File: src/rtl/qpsk_tx_shaper_if.sv
// Output bundle of the QPSK transmit shaper: enable in; shaped samples, symbol tap and phase out.
interface qpsk_tx_shaper_if #(
  parameter int NBT_OUT = 8,
  parameter int OS      = 4
);
  localparam int PW = (OS > 1) ? $clog2(OS) : 1;

  logic                      i_en_tx;
  logic signed [NBT_OUT-1:0] o_os_data_I;
  logic signed [NBT_OUT-1:0] o_os_data_Q;
  logic                      o_sym_I;
  logic                      o_sym_Q;
  logic                      o_sym_valid;
  logic [PW-1:0]             o_phase;

  modport master (
    input  i_en_tx,
    output o_os_data_I, o_os_data_Q, o_sym_I, o_sym_Q, o_sym_valid, o_phase
  );

  modport slave (
    output i_en_tx,
    input  o_os_data_I, o_os_data_Q, o_sym_I, o_sym_Q, o_sym_valid, o_phase
  );
endinterface

File: src/rtl/qpsk_tx_shaper.sv
// QPSK transmit front end: PRBS9 symbols per branch, x OS upsampling, multiplier-free polyphase RRC FIR.
// Optional macro TX_PREAMBLE_EN: 16-symbol alternating preamble per branch before PRBS starts.
module qpsk_tx_branch #(
  parameter int                            OS       = 4,
  parameter int                            NUM_TAPS = 24,
  parameter int                            NBT_COEF = 8,
  parameter int                            NBF_COEF = 7,
  parameter logic [NUM_TAPS*NBT_COEF-1:0]  COEFS    = '0,
  parameter int                            NBT_OUT  = 8,
  parameter int                            NBF_OUT  = 7,
  parameter logic [8:0]                    SEED     = 9'h1AA,
  parameter int                            PW       = 2
) (
  input  logic               clk,
  input  logic               rst_i,
  input  logic               en_i,
  input  logic               ins_i,
  input  logic [PW-1:0]      ph_i,
  input  logic               pre_act_i,
  input  logic               pre_bit_i,
  output logic [NBT_OUT-1:0] data_o,
  output logic               sym_o
);
  localparam int L    = NUM_TAPS / OS;
  localparam int AW   = NBT_COEF + $clog2(L) + 1;
  localparam int SH   = NBF_COEF - NBF_OUT;
  localparam int SW   = AW + ((SH < 0) ? -SH : 0);
  localparam int MAXI = 2**(NBT_OUT-1) - 1;
  localparam logic signed [SW-1:0] MAXV = SW'(MAXI);
  localparam logic signed [SW-1:0] MINV = SW'(-MAXI);

  logic [8:0]         lfsr_q;
  logic [L-1:0]       sym_q, vld_q;
  logic               sym_out_q;
  logic [NBT_OUT-1:0] data_q, data_d;
  logic               new_bit;

  logic signed [AW-1:0]       acc;
  logic signed [AW-1:0]       cx;
  logic signed [NBT_COEF-1:0] c;
  logic signed [SW-1:0]       aligned;

  assign new_bit = pre_act_i ? pre_bit_i : lfsr_q[8];

  // Symbols are +-1, so each tap only adds or subtracts its coefficient.
  always_comb begin
    acc = '0;
    cx  = '0;
    c   = '0;
    for (int k = 0; k < L; k++) begin
      c  = COEFS[(k*OS + int'(ph_i))*NBT_COEF +: NBT_COEF];
      cx = {{(AW-NBT_COEF){c[NBT_COEF-1]}}, c};
      if (vld_q[k]) acc = sym_q[k] ? acc - cx : acc + cx;
    end
  end

  generate
    if (SH >= 0) begin : g_trunc
      assign aligned = acc >>> SH;
    end else begin : g_ext
      assign aligned = {acc, {(-SH){1'b0}}};
    end
  endgenerate

  // Symmetric clip keeps the most negative code out of the DAC stream.
  always_comb begin
    data_d = aligned[NBT_OUT-1:0];
    if (aligned > MAXV)      data_d = MAXV[NBT_OUT-1:0];
    else if (aligned < MINV) data_d = MINV[NBT_OUT-1:0];
  end

  always_ff @(posedge clk) begin
    if (rst_i) begin
      lfsr_q    <= SEED;
      sym_q     <= '0;
      vld_q     <= '0;
      sym_out_q <= 1'b0;
      data_q    <= '0;
    end else if (en_i) begin
      data_q <= data_d;
      if (ins_i) begin
        sym_q     <= {sym_q[L-2:0], new_bit};
        vld_q     <= {vld_q[L-2:0], 1'b1};
        sym_out_q <= new_bit;
        if (!pre_act_i) lfsr_q <= {lfsr_q[7:0], lfsr_q[8] ^ lfsr_q[4]};
      end
    end
  end

  assign data_o = data_q;
  assign sym_o  = sym_out_q;
endmodule

module qpsk_tx_shaper #(
  parameter int                           OS       = 4,
  parameter int                           NUM_TAPS = 24,
  parameter int                           NBT_COEF = 8,
  parameter int                           NBF_COEF = 7,
  parameter logic [NUM_TAPS*NBT_COEF-1:0] COEFS    = {
    8'hFF, 8'hFE, 8'h01, 8'h03, 8'h03, 8'hFE, 8'hF5, 8'hF2, 8'h00, 8'h1F, 8'h46, 8'h60,
    8'h60, 8'h46, 8'h1F, 8'h00, 8'hF2, 8'hF5, 8'hFE, 8'h03, 8'h03, 8'h01, 8'hFE, 8'hFF},
  parameter int                           NBT_OUT  = 8,
  parameter int                           NBF_OUT  = 7,
  parameter logic [8:0]                   SEED_I   = 9'h1AA,
  parameter logic [8:0]                   SEED_Q   = 9'h1FE
) (
  input  logic             clk,
  input  logic             i_reset,
  qpsk_tx_shaper_if.master tx
);
  localparam int PW = (OS > 1) ? $clog2(OS) : 1;

  logic [PW-1:0]             ph_q;
  logic                      sym_valid_q;
  logic                      ins;
  logic                      pre_act;
  logic [1:0]                pre_bits;
  logic [1:0][NBT_OUT-1:0]   data;
  logic [1:0]                sym;

  assign ins = tx.i_en_tx && (ph_q == PW'(OS-1));

  always_ff @(posedge clk) begin
    if (i_reset) begin
      ph_q        <= '0;
      sym_valid_q <= 1'b0;
    end else begin
      sym_valid_q <= ins;
      if (tx.i_en_tx) ph_q <= ins ? '0 : ph_q + PW'(1);
    end
  end

`ifdef TX_PREAMBLE_EN
  logic [4:0] pre_cnt_q;

  always_ff @(posedge clk) begin
    if (i_reset)             pre_cnt_q <= '0;
    else if (ins && pre_act) pre_cnt_q <= pre_cnt_q + 5'd1;
  end

  // I alternates every symbol, Q every two symbols.
  assign pre_act  = (pre_cnt_q < 5'd16);
  assign pre_bits = {pre_cnt_q[1], pre_cnt_q[0]};
`else
  assign pre_act  = 1'b0;
  assign pre_bits = 2'b00;
`endif

  generate
    for (genvar g = 0; g < 2; g++) begin : g_br
      qpsk_tx_branch #(
        .OS(OS), .NUM_TAPS(NUM_TAPS), .NBT_COEF(NBT_COEF), .NBF_COEF(NBF_COEF),
        .COEFS(COEFS), .NBT_OUT(NBT_OUT), .NBF_OUT(NBF_OUT),
        .SEED((g == 0) ? SEED_I : SEED_Q), .PW(PW)
      ) u_br (
        .clk      (clk),
        .rst_i    (i_reset),
        .en_i     (tx.i_en_tx),
        .ins_i    (ins),
        .ph_i     (ph_q),
        .pre_act_i(pre_act),
        .pre_bit_i(pre_bits[g]),
        .data_o   (data[g]),
        .sym_o    (sym[g])
      );
    end
  endgenerate

  assign tx.o_os_data_I = data[0];
  assign tx.o_os_data_Q = data[1];
  assign tx.o_sym_I     = sym[0];
  assign tx.o_sym_Q     = sym[1];
  assign tx.o_sym_valid = sym_valid_q;
  assign tx.o_phase     = ph_q;
endmodule
File: src/flat_wrapper.sv
// flat-port wrapper written by rule: the top's interface ports become plain ports
module qpsk_tx_shaper_flat 
#(
  parameter int                           OS       = 4,
  parameter int                           NUM_TAPS = 24,
  parameter int                           NBT_COEF = 8,
  parameter int                           NBF_COEF = 7,
  parameter logic [NUM_TAPS*NBT_COEF-1:0] COEFS    = {
    8'hFF, 8'hFE, 8'h01, 8'h03, 8'h03, 8'hFE, 8'hF5, 8'hF2, 8'h00, 8'h1F, 8'h46, 8'h60,
    8'h60, 8'h46, 8'h1F, 8'h00, 8'hF2, 8'hF5, 8'hFE, 8'h03, 8'h03, 8'h01, 8'hFE, 8'hFF},
  parameter int                           NBT_OUT  = 8,
  parameter int                           NBF_OUT  = 7,
  parameter logic [8:0]                   SEED_I   = 9'h1AA,
  parameter logic [8:0]                   SEED_Q   = 9'h1FE
)
  (clk, i_reset, tx_i_en_tx, tx_o_os_data_I, tx_o_os_data_Q, tx_o_sym_I, tx_o_sym_Q, tx_o_sym_valid, tx_o_phase);
  qpsk_tx_shaper_if #(.NBT_OUT(NBT_OUT), .OS(OS)) tx_i ();
  input  logic clk;
  input  logic i_reset;
  input wire logic [$bits(tx_i.i_en_tx)-1:0] tx_i_en_tx;
  output wire logic [$bits(tx_i.o_os_data_I)-1:0] tx_o_os_data_I;
  output wire logic [$bits(tx_i.o_os_data_Q)-1:0] tx_o_os_data_Q;
  output wire logic [$bits(tx_i.o_sym_I)-1:0] tx_o_sym_I;
  output wire logic [$bits(tx_i.o_sym_Q)-1:0] tx_o_sym_Q;
  output wire logic [$bits(tx_i.o_sym_valid)-1:0] tx_o_sym_valid;
  output wire logic [$bits(tx_i.o_phase)-1:0] tx_o_phase;
  assign tx_i.i_en_tx = tx_i_en_tx;
  assign tx_o_os_data_I = tx_i.o_os_data_I;
  assign tx_o_os_data_Q = tx_i.o_os_data_Q;
  assign tx_o_sym_I = tx_i.o_sym_I;
  assign tx_o_sym_Q = tx_i.o_sym_Q;
  assign tx_o_sym_valid = tx_i.o_sym_valid;
  assign tx_o_phase = tx_i.o_phase;
  qpsk_tx_shaper #(.OS(OS), .NUM_TAPS(NUM_TAPS), .NBT_COEF(NBT_COEF), .NBF_COEF(NBF_COEF), .COEFS(COEFS), .NBT_OUT(NBT_OUT), .NBF_OUT(NBF_OUT), .SEED_I(SEED_I), .SEED_Q(SEED_Q)) u_core (.clk(clk), .i_reset(i_reset), .tx(tx_i));
endmodule
File: config.mk
export PLATFORM = sky130hd
export DESIGN_NAME = qpsk_tx_shaper_flat
export DESIGN_NICKNAME = d
export VERILOG_FILES = /design/src/rtl/qpsk_tx_shaper_if.sv /design/src/rtl/qpsk_tx_shaper.sv /design/src/flat_wrapper.sv
export SDC_FILE = /design/constraint.sdc
export NUM_CORES = 1
export LEC_CHECK = 0
export CAP_MARGIN = 10
export CORE_ASPECT_RATIO = 0.6
export CORE_UTILIZATION = 60
export CTS_CLUSTER_DIAMETER = 100
export DETAILED_ROUTE_END_ITERATION = 10
export PLACE_DENSITY = 0.78
export SYNTH_ARGS = -nofsm -noshare
export SYNTH_HDL_FRONTEND = slang
export SYNTH_SLANG_ARGS = --single-unit
export TNS_END_PERCENT = 1
File: constraint.sdc
create_clock -name clk -period 27.8 [get_ports clk]
set_clock_uncertainty 0.2 [all_clocks]
set_input_delay 2.78 -clock clk [delete_from_list [all_inputs] [get_ports clk]]
set_output_delay 2.78 -clock clk [all_outputs]
set_load 0.01 [all_outputs]
==> flow_summary.toml, run 1 <==
[critical_path]
arrival_ps = 10630
cp_common_cell = "ha_1"
crit_type = "reg -> reg"
slowest_stage = "dfxtp_1"
worstSetupEndpointType = "flop"
cp.required_ps = 27800
startpoint_type = "flop"
critical_path.max_fanout = 17
max_stage_delay_ps = 780
cp_top_family = "compound AO/OA/AOI/OAI gates"
worstPathBufferInverterCount = 1

[clock_network]
root_buffer = "clkbuf_16"
post_cts_buffers = 0
clkTransAtPathRegs_ps = 80
ctsHoldBuffers = 0
clockBufferDepth = 2
clkLatencyLatePin_ps = 310
htree_levels = 2
ctsResizeCount = 0
numCtsBuffers = 5
tritoncts = "done"
cts_sinks = 55

[run]
drv_cap = 0

[pwr]
cellPowerDensity_mw_per_mm2 = 28.3
leakagePower_uw = 0.00409
vdd_drop_max_mv = 0.0288

[global_routing]
antenna_found_initial = 0
grt_pass1_wl_um = 41100
grt.overflow.total = 0
grtUsageTotal_pct = 32.3
grt_max_degree = 48
grt_pass1_vias = 8132

[final_layout]
drive_gt1_share_pct = 5.99
final_common_cell = "nand2_1"
final_cell_mix = "nand2_1 (176), ha_1 (96), a21oi_1 (94)"
layout.nets = 1327
instances_no_fill = 1417
antenna_cells_inserted = 0
area_growth_pct = 4.99

[placed_design]
io_buffers = 23
dp_hpwl_um = 19300
dp_cells = 1409
place_congestion = 0.972

[sta]
finalCritPeriodShare_pct = 38.2
setup_tns_ps = 0
finalHoldViolations = 0
fmax_ghz = 0.0941
rsz0062_at_grt = "no"
timing.slew.headroom_pct = 32.2
finalSetupViolations = 0
max_slew.worst_pin.slew_ps = 1010
slew_violations = 0
min_period_ps = 10630

[floorplanning]
dieArea_mm2 = 0.0155
core_mm2 = 0.0145
start_util_pct = 61.7
io_pins = 24
die_h_um = 96.7
die_x_um = 160
rows = 34

[synthesis]
synth_cell_types = 92
syn_avg_cell_area_um2 = 7.23
syn_area_mm2 = 0.00897
async_flop_share_pct = 0
synth_nets = 1349
ys_seq_area_share_pct = 12.3
synth_edf_count = 0
ys_ff_latch = 55
yosys_most_used_dff = "dfxtp_1"
synthCells = 1240
yosys_warnings = 0

[routing]
drt-total-wl_um = 24700
drc = 0
drt-initial-drc-count = 926
wire_per_inst_um = 17.4
num_vias = 9004
drt_pass1_iterations = 5
via_per_inst = 6.35
antenna_left = 0

[outcome]
status = "completed"

[worst_hold_path]
hold_class = "reg -> reg"
==> tightest hold or removal path, stage by stage (launching register included) <==
cell	delay (ps)
dfxtp_1	330
nand2_1	40
o21ai_0	50
==> metrics by stage <==
| stage | util [%] | worst slack, ps | instance area [um^2] | hold slack, ps | power, uW |
|---|---|---|---|---|---|
| floorplan | - | 18920 | 8970 | 232 | 173 |
| global placement | 63.7 | 17570 | 9270 | 236 | 195 |
| detailed placement | 63.7 | 17390 | 9270 | 244 | 198 |
| CTS | 64.7 | 17330 | 9420 | 258 | 265 |
| global route | 64.7 | 16400 | 9420 | 288 | 283 |
| finish | 64.7 | 17170 | 9420 | 258 | 267 |
==> Yosys cell counts (all sizes together), types with 14 or more instances <==
| master | n | area [um^2] |
|---|---|---|
| and2 | 14 | 87.6 |
| and3 | 15 | 93.8 |
| o21a | 16 | 120 |
| nand2b | 19 | 119 |
| xnor2 | 51 | 469 |
| mux2 | 22 | 255 |
| nor2 | 93 | 352 |
| a21boi | 14 | 105 |
| a21o | 20 | 150 |
| a31oi | 16 | 100 |
| nand2 | 177 | 667 |
| clkbuf | 49 | 184 |
| dfxtp | 55 | 1100 |
| a21oi | 94 | 470 |
| nor2b | 19 | 119 |
| a211oi | 18 | 140 |
| o211ai | 17 | 128 |
| nand3 | 16 | 80.1 |
| o21ai | 75 | 379 |
| nand3b | 22 | 165 |
| nor3 | 30 | 155 |
| ha | 96 | 1200 |
| mux2i | 34 | 340 |
| xor2 | 27 | 236 |
| inv | 63 | 239 |
==> final timing paths <==
kind	cells past startpoint	from	slack (ps)	to
min	2	u_core.g_br[1].u_br.data_o[3]	260	u_core.g_br[1].u_br.data_o[3]
min reg2reg	2	u_core.g_br[1].u_br.data_o[3]	260	u_core.g_br[1].u_br.data_o[3]
max	42	u_core.tx.o_phase[1]	17170	u_core.g_br[0].u_br.data_o[5]
max reg2reg	42	u_core.tx.o_phase[1]	17170	u_core.g_br[0].u_br.data_o[5]
==> flip-flops by register name, summed over array words and instances (netlist names) <==
| signal | flops |
|---|---|
| u_core.g_br.u_br.data_o | 16 |
| u_core.tx.o_phase | 2 |
| u_core.tx.o_sym_valid | 1 |
| u_core.g_br.u_br.vld_q | 6 |
| u_core.g_br.u_br.sym_q | 12 |
| u_core.g_br.u_br.lfsr_q | 18 |
==> cell type report <==
cell class / count / area (um^2)
Clock buffer: 5 / 125
Clock inverter: 3 / 22.5
Fill cell: 1333 / 5130
Inverter: 63 / 239
Multi-Input combinational cell: 1061 / 7390
Sequential cell: 55 / 1100
Tap cell: 198 / 248
Timing Repair Buffer: 32 / 298
==> per-layer routing <==
metal | routed length (um) | track usage (%)
met1 | 12300 | 50.3
met2 | 9510 | 45.0
met3 | 2540 | 6.35
met4 | 274 | 6.23
met5 | 0 | 0
==> cell families after synthesis <==
| logic type | count (synthesis) | share of synthesized area (%) |
|---|---|---|
| multiplexers | 56 | 6.64 |
| XOR/XNOR | 79 | 8.12 |
| AND/OR/NAND/NOR | 463 | 25.2 |
| adder cells (fa/ha/maj) | 111 | 16.2 |
| buffers and inverters | 124 | 5.40 |
| flip-flops | 55 | 12.3 |
| AO/OA/AOI/OAI | 352 | 26.2 |
==> report_power, final <==
group,switching [uW],total [uW],leakage [uW],internal [uW]
Clock,33.5,67.6,0.0000746,34.1
Sequential,2.99,84.0,0.000446,81.0
Combinational,67.6,115,0.00357,47.4
Total,104,267,0.00409,162
No activity file was read; power rests on OpenSTA's default activity.
==> run 2, diff against run 1 <==
--- a/config.mk
+++ b/config.mk
@@ -7,10 +7,10 @@
 export LEC_CHECK = 0
 export CAP_MARGIN = 10
 export CORE_ASPECT_RATIO = 0.6
-export CORE_UTILIZATION = 60
+export CORE_UTILIZATION = 59
 export CTS_CLUSTER_DIAMETER = 100
 export DETAILED_ROUTE_END_ITERATION = 10
-export PLACE_DENSITY = 0.78
+export PLACE_DENSITY = 0.8
 export SYNTH_ARGS = -nofsm -noshare
 export SYNTH_HDL_FRONTEND = slang
 export SYNTH_SLANG_ARGS = --single-unit
==> constraint.sdc (replaced) <==
create_clock -name clk -period 8.7 [get_ports clk]
set_clock_uncertainty 0.2 [all_clocks]
set_input_delay 0.87 -clock clk [delete_from_list [all_inputs] [get_ports clk]]
set_output_delay 0.87 -clock clk [all_outputs]
set_load 0.01 [all_outputs]
==> run 2 against run 1 <==
The flow now finishes with violations (setup timing). Flip-flop and latch count did not move. Final cell count rose by 5.2%. Non-clock buffer count rose by 73. Clock power rose to 4.0 times the previous value. Critical path type unchanged. Critical endpoint is now u_core.g_br[0].u_br.data_o[6]. Largest cell class unchanged. Largest power group unchanged.
==> flow_summary.toml, run 2 (synthesis results as in run 1) <==
[clock_network]
numCtsBuffers = 5
clkLatencyLatePin_ps = 310
htree_levels = 2
ctsHoldBuffers = 0
clkTransAtPathRegs_ps = 70
clockBufferDepth = 2
root_buffer = "clkbuf_16"
cts_sinks = 55
tritoncts = "done"

[final_layout]
drive_gt1_share_pct = 17.3
fillerInstances = 1178
final_cell_mix = "nand2_1 (175), nor2_1 (92), ha_1 (83)"
final_core_util_pct = 71.6
largest_reg_flops = 18
top_register = "u_core.g_br.u_br.lfsr_q"
antenna_cells_inserted = 0
area_growth_pct = 17.2
final_common_cell = "nand2_1"
layout.nets = 1400

[global_routing]
grt_pass1_wl_um = 42900
grt_pass1_vias = 8537
grt.overflow.total = 0
antenna_found_initial = 0
grt_max_degree = 48
grtUsageTotal_pct = 33.4

[pwr]
p_seq_share_pct = 26.9
combPwrFrac_pct = 45.5
p_int_uw = 621
p_total_uw = 985
p_sw_share_pct = 37.0
leakagePower_uw = 0.00455
clockPowerShare_pct = 27.6
cellPowerDensity_mw_per_mm2 = 93.7
p_sw_uw = 364
vdd_drop_max_mv = 0.116

[routing]
via_per_inst = 6.40
num_vias = 9532
drt_pass1_iterations = 6
drt-initial-drc-count = 1052
drc = 0
antenna_left = 0
wire_per_inst_um = 18.4
drt-total-wl_um = 27400

[sta]
min_period_ps = 8720
final.setup.worst_slack_ps = -19.7
finalHoldViolations = 0
setup_tns_ps = -38.0
slew_violations = 0
max_slew.worst_pin.slew_ps = 999
rsz0062_at_grt = "yes"
finalSetupViolations = 5
timing.slew.headroom_pct = 33.2
finalCritPeriodShare_pct = 100
fmax_ghz = 0.115

[critical_path]
startpoint_type = "flop"
cp.required_ps = 8700
crit_type = "reg -> reg"
arrival_ps = 8720
critical_path.max_fanout = 5
slowest_stage = "ha_2"
worstSetupEndpointType = "flop"
max_stage_delay_ps = 380

[placed_design]
io_buffers = 23
place_congestion = 0.969
dp_hpwl_um = 19800

[floorplanning]
die_x_um = 161
rows = 34
dieArea_mm2 = 0.0157
io_pins = 24
die_h_um = 97.5
start_util_pct = 61.1
core_mm2 = 0.0147

[outcome]
status = "finished, violations left"
violations = "setup timing"

[worst_hold_path]
hold_class = "reg -> reg"

[run]
drv_cap = 0
## run 2: cell types whose count changed in the layout (fill, tap and decap cells not counted), moves of 8 or more
cell / delta
ha_1: -13
o21ai_0: -18
o21ai_1: +12
ha_4: +8
a21oi_1: -14
buf_4: +70
a21oi_2: +12
## run 2: cell type report
class	instances	area, um^2	area share [%]
Clock inverter	2	60.1	0.571
Timing Repair Buffer	105	861	8.19
Multi-Input combinational cell	1061	7870	74.8
Tap cell	198	248	2.36
Inverter	63	244	2.32
Clock buffer	6	129	1.23
Sequential cell	55	1110	10.5
## run 2: what timing repair did
item	in CTS	in global routing
resized for setup	26	96
endpoints found under the hold margin	0	0
buffers inserted	5	16
setup endpoints to repair	16	16
pin swaps	7	47
## run 2: worst paths after layout
| check | slack [ps] | startpoint | depth (start not counted) | end |
|---|---|---|---|---|
| hold reg to reg | 250 | u_core.g_br[0].u_br.lfsr_q[5] | 2 | u_core.g_br[0].u_br.lfsr_q[6] |
| setup reg to reg | -20 | u_core.tx.o_phase[0] | 44 | u_core.g_br[0].u_br.data_o[6] |
| setup / recovery | -20 | u_core.tx.o_phase[0] | 44 | u_core.g_br[0].u_br.data_o[6] |
| hold / removal | 250 | u_core.g_br[0].u_br.lfsr_q[5] | 2 | u_core.g_br[0].u_br.lfsr_q[6] |
## run 2: worst max-delay path: cells and delay by family, from the launching register on
kind	cells	cell delay [ps]
flip-flops	1	360
adder cells (fa/ha/maj)	6	1730
AND/OR/NAND/NOR	11	1760
XOR/XNOR	7	1290
buffers and inverters	2	170
AO/OA/AOI/OAI	17	2790
multiplexers	1	310
## run 2: power groups by stage
stage                     sequential, uW  combinational [uW]  clock [uW]
after CTS                            265                 398         272
after detailed placement             270                 388           0
after floorplan                      273                 279           0
after global routing                 266                 488         284
after global placement               270                 378           0
final                                265                 448         271
## run 2: layer usage
metal  track usage, %  part of all wire [%]  vias to the layer above
li1                 -                     -                     4576
met1             50.6                    47                     4468
met2             47.4                    42                      441
met3             7.60                    10                       47
met4             6.53                   1.3                        0
met5                0                     0                        -
## run 2: per-stage QoR
step / hold WS [ps] / instances / cell area, um^2 / worst slack, ps
floorplan: 232 / 1240 / 8980 / 51.5
global placement: 238 / 1461 / 9660 / -208
detailed placement: 244 / 1461 / 9660 / -362
CTS: 256 / 1474 / 10000 / 18.5
global route: 280 / 1490 / 10500 / -411
finish: 250 / 1490 / 10500 / -19.7
==> run 3, diff against run 2 <==
--- a/config.mk
+++ b/config.mk
@@ -6,7 +6,7 @@
 export NUM_CORES = 1
 export LEC_CHECK = 0
 export CAP_MARGIN = 10
-export CORE_ASPECT_RATIO = 0.6
+export CORE_ASPECT_RATIO = 2
 export CORE_UTILIZATION = 59
 export CTS_CLUSTER_DIAMETER = 100
 export DETAILED_ROUTE_END_ITERATION = 10
==> run 3 against run 2 <==
The flow still finishes with violations (setup timing). Worst hold slack better by 0.87 ps. Die area about the same. Sequential share of layout area down 0.13 points. Register-to-register slack worse by 40 ps. Fmax down 0.50%. Total power down 4.6%. Non-clock buffer count unchanged. Cell area up 1.2%. Clock power down 20%. Sequential power about the same. Combinational power up 2%. Clock-buffer cell count up 1. Critical endpoint is now u_core.g_br[0].u_br.data_o[5]. Highest routed layer unchanged.
==> flow_summary.toml, run 3 (synthesis results as in run 1) <==
[final_layout]
fillerInstances = 1175
largest_reg_flops = 18
instances_no_fill = 1487
final_cell_mix = "nand2_1 (176), nor2_1 (90), a21oi_1 (81)"
layout.nets = 1400
drive_gt1_share_pct = 19.3
antenna_cells_inserted = 0
area_growth_pct = 18.7
final_common_cell = "nand2_1"
top_register = "u_core.g_br.u_br.lfsr_q"

[placed_design]
place_congestion = 0.952
dp_hpwl_um = 19300
io_buffers = 23
preCtsSetupSlack_ps = -289
dp_cells = 1451

[critical_path]
worstPathBufferInverterCount = 2
r2r-start = "u_core.tx.o_phase[0]"
cp.required_ps = 8700
arrival_ps = 8760
crit_type = "reg -> reg"
critical_path.max_fanout = 5
r2r_setup_slack_ps = -60
worstSetupPathDepth = 43
startpoint_type = "flop"
cp_common_cell = "ha_4"
reg2reg_depth = 43
max_stage_delay_ps = 390
cp_top_family = "compound AO/OA/AOI/OAI gates"
worstSetupEndpointType = "flop"
rr_endpoint = "u_core.g_br[0].u_br.data_o[5]"
slowest_stage = "or3_4"

[floorplanning]
dieArea_mm2 = 0.0157
io_pins = 24
core_mm2 = 0.0148
die_h_um = 176
start_util_pct = 60.5
rows = 63
die_x_um = 89.2

[worst_hold_path]
min_to = "u_core.g_br[1].u_br.data_o[4]"
holdCritStartpoint = "u_core.g_br[1].u_br.data_o[4]"
hold_class = "reg -> reg"
min_path_cells = 2

[global_routing]
grt_use_met1_pct = 35.1
grt_pass1_wl_um = 41300
antenna_found_initial = 0
grt_busiest_layer = "met2"
grt_pass1_vias = 9093
grtUsageMet2_pct = 61.0
grt_max_degree = 48
grt.overflow.total = 0
use_met3_pct = 2.24
grtUsageTotal_pct = 32.9

[outcome]
violations = "setup timing"
status = "finished, violations left"

[clock_network]
numCtsBuffers = 5
root_buffer = "clkbuf_16"
clockBufferDepth = 2
htree_levels = 2
cts_sinks = 55
clkLatencyLatePin_ps = 310
clkTransAtPathRegs_ps = 70
tritoncts = "done"

[pwr]
vdd_drop_max_mv = 0.124
leakagePower_uw = 0.00458
p_total_uw = 939
cellPowerDensity_mw_per_mm2 = 88.2

[routing]
via_per_inst = 6.44
wire_per_inst_um = 18.1
drc = 0
drt-initial-drc-count = 657
antenna_left = 0
drt-total-wl_um = 26900
drt_pass1_iterations = 5
num_vias = 9571

[sta]
slew_violations = 0
timing.slew.headroom_pct = 29.1
finalHoldViolations = 0
final.setup.worst_slack_ps = -63.6
rsz0062_at_grt = "yes"
min_period_ps = 8760
finalSetupViolations = 6
fmax_ghz = 0.114
finalCritPeriodShare_pct = 101
max_slew.worst_pin.slew_ps = 1060

[run]
drv_cap = 0
run 3: cell count changes in the layout (fill, tap and decap cells not counted), moves of 6 or more:
cell and delta:
ha_1 -7, ha_4 +6, xnor2_1 -8, xnor2_2 +8
run 3: worst min-delay path: cells and delay by family, from the launching register on:
family | cells | cell delay [ps]
and+or+nand+nor | 1 | 50
DFF | 1 | 310
AOI/OAI and AO/OA | 1 | 50
run 3: timing repair:
action / in CTS / in global routing
setup buffers: 11 / 16
hold buffers: 0 / 0
cloned: 1 / 0
pin swaps: 15 / 65
setup endpoints to repair: 15 / 16
resized for setup: 31 / 113
run 3: power by group:
part | internal, uW | total [uW] | switching, uW
combinational | 205 | 457 | 252
sequential | 259 | 265 | 5.57
clock | 116 | 217 | 102
run 3: worst max-delay path by stage:
stage,end,start
after floorplan,u_core.g_br[0].u_br.data_o[2],u_core.tx.o_phase[0]
after global placement,u_core.g_br[1].u_br.data_o[1],u_core.tx.o_phase[1]
after detailed placement,u_core.g_br[1].u_br.data_o[1],u_core.tx.o_phase[1]
after CTS,u_core.g_br[1].u_br.data_o[0],u_core.tx.o_phase[1]
after global routing,u_core.g_br[0].u_br.data_o[5],u_core.tx.o_phase[0]
final,u_core.g_br[0].u_br.data_o[5],u_core.tx.o_phase[0]
run 3: routing by layer:
layer,part of all wire [%],vias up
li1,-,4582
met3,3.9,117
met4,6.7,0
met2,52,344
met1,37,4528
met5,0,-
run 3: through the flow:
stage | area, um^2 | setup TNS, ps | hold WS (ps) | utilization (%)
after floorplan | 8980 | 0 | 232 | -
after global placement | 9610 | -296 | 237 | 64.8
after detailed placement | 9610 | -3310 | 247 | 64.8
after CTS | 10000 | -19.1 | 263 | 67.5
after global routing | 10600 | -3940 | 275 | 71.8
final | 10600 | -234 | 251 | 71.8
run 3: cell type report:
cell class / count / area [um^2] / area share [%]
inverter: 63 / 244 / 2.29
timing repair buffer: 105 / 861 / 8.09
clock inverter: 1 / 8.76 / 0.0823
sequential: 55 / 1110 / 10.4
multi-input combinational: 1061 / 8040 / 75.5
clock buffer: 7 / 143 / 1.34
tap: 195 / 244 / 2.29
